<file path="src/rtl/pixel_dispatcher_if.sv">
// Job bus between the pixel dispatcher and up to four ray-tracing cores.
// Handshake: core_start_k is a one-cycle valid for core k, and core_ready_k is that
// core's ready. A job transfers on the edge where core_start_k is high, and the core
// must drop core_ready_k on that same edge. job_x/job_y/job_eol/job_eof are shared
// and meaningful only while some core_start_k is high.
interface pixel_dispatcher_if #(
   parameter int X_W = 11,
   parameter int Y_W = 10
);
   logic           core_ready_1;
   logic           core_ready_2;
   logic           core_ready_3;
   logic           core_ready_4;
   logic           core_start_1;
   logic           core_start_2;
   logic           core_start_3;
   logic           core_start_4;
   logic [X_W-1:0] job_x;
   logic [Y_W-1:0] job_y;
   logic           job_eol;
   logic           job_eof;

   modport master (
      input  core_ready_1, core_ready_2, core_ready_3, core_ready_4,
      output core_start_1, core_start_2, core_start_3, core_start_4,
      output job_x, job_y, job_eol, job_eof
   );

   modport slave (
      output core_ready_1, core_ready_2, core_ready_3, core_ready_4,
      input  core_start_1, core_start_2, core_start_3, core_start_4,
      input  job_x, job_y, job_eol, job_eof
   );
endinterface

</file>
<file path="src/rtl/pixel_dispatcher.sv">
// Raster-order pixel job dispatcher feeding up to four cores in strict round-robin.
// Optional macro PIXEL_DISPATCH_STALL_CNT_EN adds a saturating stall_cycles counter.
module pixel_dispatcher #(
   parameter int MAX_CORES = 4,
   parameter int X_W       = 11,
   parameter int Y_W       = 10
) (
   input  logic                  aclk,
   input  logic                  areset,
   input  logic                  start,
   input  logic [X_W-1:0]        frame_w,
   input  logic [Y_W-1:0]        frame_h,
   input  logic [2:0]            no_of_extra_cores,
   pixel_dispatcher_if.master    cores,
   output logic                  busy,
   output logic                  frame_done,
`ifdef PIXEL_DISPATCH_STALL_CNT_EN
   output logic [31:0]           stall_cycles,
`endif
   output logic [1:0]            state_dbg
);

   localparam int IDX_W = $clog2(MAX_CORES);
   localparam logic [X_W-1:0]   X_ONE   = X_W'(1);
   localparam logic [Y_W-1:0]   Y_ONE   = Y_W'(1);
   localparam logic [IDX_W-1:0] IDX_ONE = IDX_W'(1);
   localparam logic [IDX_W-1:0] IDX_MAX = IDX_W'(MAX_CORES - 1);

   typedef enum logic [1:0] {
      IDLE       = 2'd0,
      WAIT_READY = 2'd1,
      ISSUE      = 2'd2,
      DONE       = 2'd3
   } state_t;

   state_t             state_q, state_d;
   logic [X_W-1:0]     fw_q, x_q, job_x_q;
   logic [Y_W-1:0]     fh_q, y_q, job_y_q;
   logic [IDX_W-1:0]   extra_q, idx_q, extra_c;
   logic [MAX_CORES-1:0] ready_vec, start_d, start_q;
   logic               ready_sel, eol_now, eof_now;
   logic               job_eol_q, job_eof_q;

   assign ready_vec = {cores.core_ready_4, cores.core_ready_3,
                       cores.core_ready_2, cores.core_ready_1};
   // Only the core whose turn it is matters; cores above extra are never selected.
   assign ready_sel = ready_vec[idx_q];
   assign eol_now   = (x_q == fw_q - X_ONE);
   assign eof_now   = eol_now && (y_q == fh_q - Y_ONE);
   assign extra_c   = (no_of_extra_cores > 3'(MAX_CORES - 1)) ? IDX_MAX
                                                               : no_of_extra_cores[IDX_W-1:0];

   always_comb begin
      state_d = state_q;
      start_d = '0;
      case (state_q)
         IDLE: begin
            if (start) begin
               state_d = (frame_w == '0 || frame_h == '0) ? DONE : WAIT_READY;
            end
         end
         WAIT_READY: begin
            if (ready_sel) begin
               state_d        = ISSUE;
               start_d[idx_q] = 1'b1;
            end
         end
         ISSUE:   state_d = eof_now ? DONE : WAIT_READY;
         DONE:    state_d = IDLE;
         default: state_d = IDLE;
      endcase
   end

   always_ff @(posedge aclk) begin
      if (areset) begin
         state_q    <= IDLE;
         fw_q       <= '0;
         fh_q       <= '0;
         extra_q    <= '0;
         x_q        <= '0;
         y_q        <= '0;
         idx_q      <= '0;
         start_q    <= '0;
         job_x_q    <= '0;
         job_y_q    <= '0;
         job_eol_q  <= 1'b0;
         job_eof_q  <= 1'b0;
         busy       <= 1'b0;
         frame_done <= 1'b0;
      end else begin
         state_q <= state_d;
         case (state_q)
            IDLE: begin
               if (start) begin
                  fw_q    <= frame_w;
                  fh_q    <= frame_h;
                  extra_q <= extra_c;
                  x_q     <= '0;
                  y_q     <= '0;
                  idx_q   <= '0;
               end
            end
            ISSUE: begin
               // Core index wraps on its own, independent of line boundaries.
               if (eol_now) begin
                  x_q <= '0;
                  y_q <= eof_now ? '0 : y_q + Y_ONE;
               end else begin
                  x_q <= x_q + X_ONE;
               end
               idx_q <= (idx_q == extra_q) ? '0 : idx_q + IDX_ONE;
            end
            default: ;
         endcase
         // Outputs are registered from the next state so they line up with it.
         busy       <= (state_d != IDLE);
         frame_done <= (state_d == DONE);
         start_q    <= start_d;
         if (state_d == ISSUE) begin
            job_x_q   <= x_q;
            job_y_q   <= y_q;
            job_eol_q <= eol_now;
            job_eof_q <= eof_now;
         end
      end
   end

`ifdef PIXEL_DISPATCH_STALL_CNT_EN
   always_ff @(posedge aclk) begin
      if (areset) begin
         stall_cycles <= '0;
      end else if (state_q == IDLE && start) begin
         stall_cycles <= '0;
      end else if (state_q == WAIT_READY && !ready_sel && stall_cycles != '1) begin
         stall_cycles <= stall_cycles + 32'd1;
      end
   end
`endif

   assign cores.core_start_1 = start_q[0];
   assign cores.core_start_2 = start_q[1];
   assign cores.core_start_3 = start_q[2];
   assign cores.core_start_4 = start_q[3];
   assign cores.job_x        = job_x_q;
   assign cores.job_y        = job_y_q;
   assign cores.job_eol      = job_eol_q;
   assign cores.job_eof      = job_eof_q;
   assign state_dbg          = state_q;

endmodule
</file>
<file path="src/flat_wrapper.sv">
// flat-port wrapper written by rule: the top's interface ports become plain ports
module pixel_dispatcher_flat 
#(
   parameter int MAX_CORES = 4,
   parameter int X_W       = 11,
   parameter int Y_W       = 10
)
  (aclk, areset, start, frame_w, frame_h, no_of_extra_cores, busy, frame_done, state_dbg, cores_core_ready_1, cores_core_ready_2, cores_core_ready_3, cores_core_ready_4, cores_core_start_1, cores_core_start_2, cores_core_start_3, cores_core_start_4, cores_job_x, cores_job_y, cores_job_eol, cores_job_eof);
  pixel_dispatcher_if #(.X_W(X_W), .Y_W(Y_W)) cores_i ();
  input  logic aclk;
  input  logic areset;
  input  logic start;
  input  logic [X_W-1:0] frame_w;
  input  logic [Y_W-1:0] frame_h;
  input  logic [2:0] no_of_extra_cores;
  output logic busy;
  output logic frame_done;
  output logic [1:0] state_dbg;
  input wire logic [$bits(cores_i.core_ready_1)-1:0] cores_core_ready_1;
  input wire logic [$bits(cores_i.core_ready_2)-1:0] cores_core_ready_2;
  input wire logic [$bits(cores_i.core_ready_3)-1:0] cores_core_ready_3;
  input wire logic [$bits(cores_i.core_ready_4)-1:0] cores_core_ready_4;
  output wire logic [$bits(cores_i.core_start_1)-1:0] cores_core_start_1;
  output wire logic [$bits(cores_i.core_start_2)-1:0] cores_core_start_2;
  output wire logic [$bits(cores_i.core_start_3)-1:0] cores_core_start_3;
  output wire logic [$bits(cores_i.core_start_4)-1:0] cores_core_start_4;
  output wire logic [$bits(cores_i.job_x)-1:0] cores_job_x;
  output wire logic [$bits(cores_i.job_y)-1:0] cores_job_y;
  output wire logic [$bits(cores_i.job_eol)-1:0] cores_job_eol;
  output wire logic [$bits(cores_i.job_eof)-1:0] cores_job_eof;
  assign cores_i.core_ready_1 = cores_core_ready_1;
  assign cores_i.core_ready_2 = cores_core_ready_2;
  assign cores_i.core_ready_3 = cores_core_ready_3;
  assign cores_i.core_ready_4 = cores_core_ready_4;
  assign cores_core_start_1 = cores_i.core_start_1;
  assign cores_core_start_2 = cores_i.core_start_2;
  assign cores_core_start_3 = cores_i.core_start_3;
  assign cores_core_start_4 = cores_i.core_start_4;
  assign cores_job_x = cores_i.job_x;
  assign cores_job_y = cores_i.job_y;
  assign cores_job_eol = cores_i.job_eol;
  assign cores_job_eof = cores_i.job_eof;
  pixel_dispatcher #(.MAX_CORES(MAX_CORES), .X_W(X_W), .Y_W(Y_W)) u_core (.aclk(aclk), .areset(areset), .start(start), .frame_w(frame_w), .frame_h(frame_h), .no_of_extra_cores(no_of_extra_cores), .cores(cores_i), .busy(busy), .frame_done(frame_done), .state_dbg(state_dbg));
endmodule
</file>
<file path="config.mk">
export PLATFORM = sky130hd
export DESIGN_NAME = pixel_dispatcher_flat
export DESIGN_NICKNAME = d
export VERILOG_FILES = /design/src/rtl/pixel_dispatcher_if.sv /design/src/rtl/pixel_dispatcher.sv /design/src/flat_wrapper.sv
export SDC_FILE = /design/constraint.sdc
export NUM_CORES = 1
export LEC_CHECK = 0
export ABC_AREA = 1
export CORE_ASPECT_RATIO = 0.9
export CORE_UTILIZATION = 50
export CTS_BUF_LIST = sky130_fd_sc_hd__clkbuf_2
export DETAILED_ROUTE_END_ITERATION = 7
export PLACE_DENSITY = 0.87
export SLEW_MARGIN = 20
export SYNTH_ARGS = -nofsm -noshare
export SYNTH_HDL_FRONTEND = slang
export SYNTH_SLANG_ARGS = --single-unit
</file>
<file path="constraint.sdc">
create_clock -name aclk -period 2 [get_ports aclk]
set_clock_uncertainty 0.2 [all_clocks]
set_input_delay 0.6 -clock aclk [delete_from_list [all_inputs] [get_ports aclk]]
set_output_delay 0.6 -clock aclk [all_outputs]
set_load 0.005 [all_outputs]
</file>
==> flow_summary.yaml, run 1 <==
power:
  p_int_mw: 2.58
  p_switching_mw: 1.17
  clock_power_share: 0.301
  peakVddDrop_v: 0.000369
  power.total_mw: 3.75
  leakage_nw: 2.30
  power.density_nw_per_um2: 695
  seq_power_share: 0.455
  swShare: 0.312
  p_comb_frac: 0.245
drt:
  dr.pass1.iters: 5
  postRouteAntennaNets: 0
  wl_per_cell_um: 15.4
  wirelength_mm: 11.7
  drt_iter0_drc: 291
  dr_total_vias: 4279
  via_per_inst: 5.61
  drcViolationCount: 0
layout:
  diodes: 0
  drive_gt1_frac: 0.247
  final_cells: 763
  nets: 701
  fin_util: 0.707
  multiInputGateArea_um2: 2270
  seqCellArea_um2: 1590
  syn2layout_area_growth_pct: 36.2
  final_area_um2: 5390
  final_common_cell: "nand2_1"
  layout_common_cells: "110 x nand2_1, 64 x nor2_1, 53 x o21ai_0, 48 x inv_1, 47 x a21oi_1"
  nFillCells: 545
worst_setup_path:
  cp-start-kind: "flip-flop"
  cp_cell_sequence: "inv_2 > ha_4 > nand2_1 > nor2_2 > nand2_1 > nand3_1 > nand2_1 > nor2_1 > nand3_2 > nor2_4 > nand2_1 > nand2_1 > nand2_2 > nor2_1"
  required_ns: 2.28
  crit_path_end_kind: "flip-flop"
  cp_slowest_cell: "dfxtp_2"
  r2r_end: "u_core.frame_done$_SDFF_PP0_"
  reg2regPathDepth: 14
  cpMostUsedCell: "nand2_1"
  slowest_delay_ns: 0.37
  crit_type: "reg2reg"
  cp_top_family: "simple AND/OR/NAND/NOR gates"
  r2r-start: "u_core.fh_q[0]$_SDFFE_PP0P_"
  setup.worst_path.start: "u_core.fh_q[0]$_SDFFE_PP0P_"
  cp.buffers_inverters: 1
  critical_path.max_fanout: 6
  worstPathArrival_ns: 2.52
  reg2reg_slack_ns: -0.24
clocking:
  cts.path.max_buffers: 2
  cts_buffers: 9
  tritoncts: "built"
  clk_latency_ns: 0.54
  htree_levels: 3
  clock_sinks: 77
  cts-root-buf: "clkbuf_2"
  clk_transition_reported_paths_ns: 0.21
sta:
  fmax_ghz: 0.447
  finalSetupViolations: 20
  post-route-period-util: 1.12
  max-slew-margin-rel: 0.634
  grt_setup_unrepaired: "yes"
  slew_violations: 0
  tns_ns: -2.81
  layout_min_cycle_time_ns: 2.24
  tightest_slew_ns: 0.544
  worst_slack_ns: -0.239
  finalHoldViolations: 0
hold_path:
  holdCritPathClass: "reg2reg"
  holdPathEnd: "u_core.cores.job_eol$_SDFFE_PP0N_"
  hold_depth: 1
  hp-start: "u_core.cores.job_eol$_SDFFE_PP0N_"
run:
  max_cap_violations: 0
floorplanning:
  start_util: 0.519
  die_y_um: 86.4
  fp.dieW_um: 95.8
  row_count: 30
  ios: 62
  design.core.area_um2: 7620
  die_area_um2: 8280
yosys:
  synth_area_per_cell_um2: 7.00
  synth_warnings: 0
  syn_area_um2: 3960
  ys_seq_area_frac: 0.390
  ys_types: 37
  synth_nets: 604
  syn_inst: 565
  ys_ff_latch: 77
global_route:
  antenna_found_initial: 0
  grt_pass1_wl_mm: 18.3
  grt_pass1_vias: 4062
  grt_max_degree: 27
  track_usage: 0.287
  grt_overflow: 0
placement:
  io_buffers: 61
  gp_congestion: 0.853
  placed_cell_area_um2: 4970
  place_inst: 739
  post-dp-hpwl_mm: 7.92
run_status:
  outcome: "finished with violations"
  violations: "negative setup slack"
==> power groups by stage <==
stage | Sequential [mW] | Combinational [mW] | Clock (mW)
after floorplan | 1.71 | 0.504 | 0
final | 1.70 | 0.918 | 1.13
after global routing | 1.71 | 1.00 | 1.20
after global placement | 1.72 | 0.794 | 0
after detailed placement | 1.72 | 0.832 | 0
after CTS | 1.70 | 0.855 | 1.12
==> metal layers <==
| metal | share of wire | track usage | vias to the layer above |
|---|---|---|---|
| met3 | 0.077 | 0.0509 | 53 |
| li1 | - | - | 2033 |
| met5 | 0 | 0 | - |
| met4 | 0.035 | 0.121 | 0 |
| met2 | 0.45 | 0.465 | 243 |
| met1 | 0.44 | 0.375 | 1950 |
==> per-stage QoR <==
step	setup slack [ns]	hold WS [ns]
detailed placement	-0.377	0.271
floorplan	0.0421	0.248
global route	-0.392	0.329
finish	-0.239	0.307
global placement	-0.321	0.266
CTS	-0.144	0.306
==> final cells by class <==
cell class	instances	share of cell area
clock buffer	10	0.00929
clock inverter	6	0.0207
inverter	57	0.0406
multi-input combinational	412	0.421
sequential	77	0.295
tap	96	0.0223
timing repair buffer	104	0.190
timing repair inverter	1	0.00116
==> synth_stat cells, drive strengths merged <==
cell    number  area share
o21bai       1      0.0019
nand3       46       0.064
a21boi       1      0.0019
buf          5      0.0098
a32o         1      0.0025
o21ai       57       0.072
ha           8       0.025
dfxtp       77        0.39
or2          2      0.0032
o21a         2      0.0038
nand4        4       0.010
nand2      127        0.13
nor2        78       0.087
a21o         1      0.0019
nand3b       2      0.0047
xor2        10       0.022
nor3         7       0.010
a21oi       55       0.073
nor4         4      0.0063
xnor3        1      0.0057
xnor2        5       0.011
inv         57       0.054
clkbuf      14       0.013
==> sequential cells by signal, indices dropped and copies added, names as in the netlist <==
register / cells
u_core.idx_q: 2
u_core.y_q: 10
u_core.state_dbg: 2
u_core.cores.job_eof: 1
u_core.x_q: 11
u_core.fh_q: 10
u_core.cores.job_y: 10
u_core.extra_q: 2
u_core.busy: 1
u_core.frame_done: 1
u_core.cores.job_x: 11
u_core.cores.job_eol: 1
u_core.fw_q: 11
u_core.start_q: 4
==> cells by family after synthesis <==
family,count (synthesis),share of synthesized area
buf+inv,76,0.0771
simple gates,270,0.312
fa+ha+maj,8,0.0253
compound gates,118,0.157
xor+xnor,16,0.0389
flops,77,0.390
==> how the worst max path moves through the flow <==
stage                                                     to  slack (ns)  depth (start not counted)
after detailed placement  u_core.cores.job_x[5]$_SDFFE_PP0N_       -0.38                          8
after CTS                       u_core.frame_done$_SDFF_PP0_       -0.14                         13
after global routing            u_core.frame_done$_SDFF_PP0_       -0.39                         14
after floorplan                   u_core.y_q[9]$_SDFFE_PP0P_        0.04                         12
after global placement                u_core.busy$_SDFF_PP0_       -0.32                          9
final                           u_core.frame_done$_SDFF_PP0_       -0.24                         14
==> repair_timing <==
action,4_1_cts,5_1_grt
hold endpoints to repair,0,0
pin swaps,13,12
setup endpoints to repair,57,51
gates cloned,1,2
buffers inserted,4,1
hold buffers,0,0
resized for setup,96,49
Note: power is estimated with default switching activity, not from simulation.
==> run 2, diff against run 1 <==
- CTS_CLUSTER_DIAMETER: default -> 150
- SLEW_MARGIN: 20 -> 30
==> results of run 2 <==
The final DEF is identical to that of run 1; final timing and power are the same.
==> run 3, diff against run 2 <==
- CTS_CLUSTER_DIAMETER: 150 -> 50
- SLEW_MARGIN: 30 -> default
==> results of run 3 <==
The final DEF is identical to that of run 1; final timing and power are the same.
==> RTL edit 1: new RTL, config.mk and constraints of run 3 <==
`X_W` is set to 11 in 3 places; all go to 22.
--- a/src/rtl/pixel_dispatcher_if.sv
+++ b/src/rtl/pixel_dispatcher_if.sv
@@ -4,7 +4,7 @@
 // must drop core_ready_k on that same edge. job_x/job_y/job_eol/job_eof are shared
 // and meaningful only while some core_start_k is high.
 interface pixel_dispatcher_if #(
-   parameter int X_W = 11,
+   parameter int X_W = 22,
    parameter int Y_W = 10
 );
    logic           core_ready_1;
--- a/src/rtl/pixel_dispatcher.sv
+++ b/src/rtl/pixel_dispatcher.sv
@@ -2,7 +2,7 @@
 // Optional macro PIXEL_DISPATCH_STALL_CNT_EN adds a saturating stall_cycles counter.
 module pixel_dispatcher #(
    parameter int MAX_CORES = 4,
-   parameter int X_W       = 11,
+   parameter int X_W       = 22,
    parameter int Y_W       = 10
 ) (
    input  logic                  aclk,
--- a/src/flat_wrapper.sv
+++ b/src/flat_wrapper.sv
@@ -2,7 +2,7 @@
 module pixel_dispatcher_flat 
 #(
    parameter int MAX_CORES = 4,
-   parameter int X_W       = 11,
+   parameter int X_W       = 22,
    parameter int Y_W       = 10
 )
   (aclk, areset, start, frame_w, frame_h, no_of_extra_cores, busy, frame_done, state_dbg, cores_core_ready_1, cores_core_ready_2, cores_core_ready_3, cores_core_ready_4, cores_core_start_1, cores_core_start_2, cores_core_start_3, cores_core_start_4, cores_job_x, cores_job_y, cores_job_eol, cores_job_eof);
Ports: changed (resized cores_job_x and frame_w); port bits go from 62 to 84. The function was not compared with the original's and may differ.
==> RTL edit 1 against run 3 <==
The flow still finishes with violations (negative setup slack). Hold slack improved by 8.2 ps. Global-route usage increased by 2.3 points. Design area increased by 65%. Power increased by 51%. Combinational power increased by 110%. Setup slack got worse by 290 ps. Routed wire length increased by 86%. Critical path depth increased by 2. Area after synthesis increased by 58%. Synthesized cell count increased by 66%. Sequential cell count increased by 33. Critical endpoint is now u_core.y_q[1]$_SDFFE_PP0P_.
==> RTL edit 1: results (changes against run 3) <==
outcome finished, violations left; failing checks negative setup slack; Max IR drop VDD 468 uV (+27%); Post-synth top cells nand2_1 (200), nor2_1 (154), dfxtp_1 (110); Placement Cell Area 8280 um2 (+67%); placed cells 1293 (+75%); first-pass GRT wire length 32100 um (+75%); Worst Hold Depth 2 (+1); final setup margin -532 ps (-293 ps); GRT Overall Usage 0.309 (+0.0225); Yosys cell types 41 (+11%); Clk Latency, worst-skew pair 660 ps (+120 ps); Port Buffers 83 (+36%); Nets 1212 (+73%); largest net degree at the start of global routing 43 (+59%); Pre-Repair DR Iteration Count 7 (+2); final setup violating endpoints 41 (+110%); normalized max-slew margin 0.634 (about the same); r2r startpoint u_core.fw_q[4]$_SDFFE_PP0P_; R2R cell count 16 (+2); syn_nets 988 (+64%); sequential element share of the synthesized area 0.353 (-0.0369); # fillers 829 (+52%); GPL Wtd Cong 0.943 (+11%); max incr delay on CP 440 ps (+70 ps); WHS 315 ps (+8.22 ps)
==> RTL edit 1: layout make-up <==
cell class / count / area, um2 / area share
Clock inverter: 7 / 100 / 0.0113
Multi-Input combinational cell: 698 / 3880 / 0.436
Clock buffer: 9 / 45.0 / 0.00506
Sequential cell: 110 / 2280 / 0.257
Inverter: 99 / 379 / 0.0426
Tap cell: 160 / 200 / 0.0225
Timing Repair Buffer: 244 / 2010 / 0.226
==> RTL edit 1: power by group <==
group / internal [uW] / switching [uW] / leakage (uW)
combinational: 854 / 1100 / 0.00299
sequential: 2340 / 121 / 0.000923
clock: 339 / 892 / 0.0000849
total: 3540 / 2110 / 0.00400
==> RTL edit 1: stage by stage <==
step / power (uW) / setup slack [ps] / util
after floorplan: 3380 / -181 / -
after global placement: 4050 / -609 / 0.683
after detailed placement: 4100 / -653 / 0.683
after CTS: 5350 / -351 / 0.701
after global routing: 5890 / -645 / 0.734
final: 5650 / -532 / 0.734
==> RTL edit 1: layer usage <==
metal  up-vias  GRT usage  wire length [um]
li1       3474          -                 -
met1      3494      0.386              8630
met2       476      0.525             10100
met3       119     0.0622              2090
met4         0      0.121              1050
met5         -          0                 0
==> RTL edit 1: repair_timing <==
item	4_1_cts	5_1_grt
gates resized for setup	253	90
setup buffers	10	6
setup endpoints to repair	79	91
pin swaps	14	33
cloned	2	1
==> RTL edit 1: logic make-up after synthesis <==
group,Yosys count,synth area share
AND/OR/NAND/NOR,482,0.348
adder cells (fa/ha/maj),8,0.0160
flip-flops,110,0.353
XOR/XNOR,48,0.0673
AO/OA/AOI/OAI,158,0.131
buffers and inverters,132,0.0852
==> RTL edit 2: new RTL, settings of run 3 <==
Without the edit above. Register the output `state_dbg` once more; this adds one clock of latency there. The other outputs are not delayed to match.
--- a/src/rtl/pixel_dispatcher.sv
+++ b/src/rtl/pixel_dispatcher.sv
@@ -145,6 +145,8 @@
    assign cores.job_y        = job_y_q;
    assign cores.job_eol      = job_eol_q;
    assign cores.job_eof      = job_eof_q;
-   assign state_dbg          = state_q;
+   always_ff @(posedge aclk) begin
+      state_dbg <= state_q;
+   end
 
 endmodule
Behaviour: not the same (Yosys sat finds a counterexample within 4 cycles, from zero or initial values and one cycle with areset high).
==> RTL edit 2 against run 3 <==
The flow finishes with violations (design-rule violations, negative setup slack). Setup slack lost 120 ps. Design area grew 6.8%. Area after synthesis grew 5.3%. Sequential cell count grew 2. Power grew 4.8%. Hold slack lost 100 ps. Routed wire length grew 20%. Critical endpoint is now u_core.y_q[7]$_SDFFE_PP0P_.
==> RTL edit 2: results (changes against run 3) <==
Leak 0.00258 uW (+12%); final setup margin -356 ps (-117 ps); Placement Cell Area 5280 um2 (+6.2%); initial detailed-routing violation count 456 (+57%); mean area per synthesized cell 7.09 um2 (+1.2%); Yosys cell types 34 (-8.1%); # diodes 0 (unchanged); placed cells 781 (+5.7%); synth top area cells dfxtp_1 (38%), nand2_1 (9.5%), o21ai_0 (6.4%); Clk Latency, worst-skew pair 600 ps (+60 ps); vias per cell 5.89 (+5.0%); largest net degree at the start of global routing 50 (+85%); failing checks design-rule violations, negative setup slack; area occupied by multi-input gates 2470 um2 (+9.0%); outcome finished, violations left; XOR/XNOR Fraction of Synth Area 0.0483 (+0.00943); R2R cell count 13 (-1); GPL Wtd Cong 0.933 (+9.3%); Adder-Cell Fraction of Synth Area 0.0240 (-0.00128); final setup violating endpoints 24 (+20%); GRT Overall Usage 0.289 (+0.00220); Port Buffers 61 (unchanged); layout cells sized above 1 0.309 (+0.0616); Worst Hold Class register to register; H-tree Lvls 3 (unchanged); Max IR drop VDD 446 uV (+21%); crit-path max FO 7 (+1); number of global-route vias before repair 4297 (+5.8%); WL/cell 17.4 um (+13%); Hold Startpoint u_core.state_q[0]$_SDFF_PP0_; first-pass GRT wire length 19900 um (+8.7%); Worst Hold Depth 0 (-1); ys async rst share 0 (unchanged); mux cell area share after synthesis 0 (unchanged); setup TNS -6320 ps (-3500 ps); Vias 4777 (+12%); Post-CTS Setup Inserts 8 (+4); Arr. time, crit path 2650 ps (+130 ps); Nets 746 (+6.4%); normalized max-slew margin 0.662 (+0.0281); max incr delay on CP 420 ps (+50 ps); r2r startpoint u_core.fw_q[3]$_SDFFE_PP0P_; Worst-path clk slew 270 ps (+60 ps); post-DP HPWL 8070 um (+1.8%); post-synthesis compound-gate area fraction 0.141 (-0.0161); Post-CTS Resized 89 (-7.3%); sequential element share of the synthesized area 0.379 (-0.0102); syn_nets 627 (+3.8%); Pre-Repair DR Iteration Count 7 (+2); Post-synth top cells nand2_1 (106), dfxtp_1 (79), nor2_1 (68); EDFF count, synth 0 (unchanged); DRC errors left 2 (+2); # fillers 539 (-1.1%); Ys Warns 0 (unchanged)
[RTL edit 2: changes by cell type after synthesis, moves of 5 or more]
| cell | run 3 | this run |
|---|---|---|
| inv_1 | 53 | 64 |
| nand4_1 | 3 | 18 |
| xnor2_1 | 5 | 10 |
| nand3_1 | 41 | 36 |
| nand2_2 | 3 | 13 |
| nand3_2 | 5 | 10 |
| nand2_1 | 122 | 106 |
[RTL edit 2: layer usage]
metal	global-route usage	vias to the layer above	part of all wire
met4	0.152	0	0.073
met1	0.327	2163	0.36
li1	-	2154	-
met3	0.0695	135	0.087
met2	0.515	325	0.48
met5	0	-	0
[RTL edit 2: worst paths after layout]
kind	slack, ps	to
worst min register to register	200	u_core.state_dbg[0]$_DFF_P_
worst max-delay path	-360	u_core.y_q[7]$_SDFFE_PP0P_
worst min-delay path	200	u_core.state_dbg[0]$_DFF_P_
worst max register to register	-360	u_core.y_q[7]$_SDFFE_PP0P_
[RTL edit 2: worst max-delay path, delay by kind of cell (launching register included)]
| kind | cells | cell delay, ps |
|---|---|---|
| flip-flops | 1 | 420 |
| AND/OR/NAND/NOR | 12 | 1470 |
| buffers and inverters | 1 | 180 |
[RTL edit 2: power by group]
part	switching [uW]	leakage, uW	total (uW)	internal, uW
Combinational	636	0.00183	1100	464
Clock	641	0.0000835	1070	429
Sequential	83.4	0.000662	1760	1680
Total	1360	0.00258	3930	2570
[RTL edit 2: layout make-up]
| type | instances | share of cell area |
|---|---|---|
| Clock buffer | 9 | 0.00783 |
| Tap cell | 99 | 0.0215 |
| Timing Repair Buffer | 128 | 0.195 |
| Sequential cell | 79 | 0.284 |
| Clock inverter | 7 | 0.0178 |
| Multi-Input combinational cell | 422 | 0.430 |
| Inverter | 67 | 0.0437 |
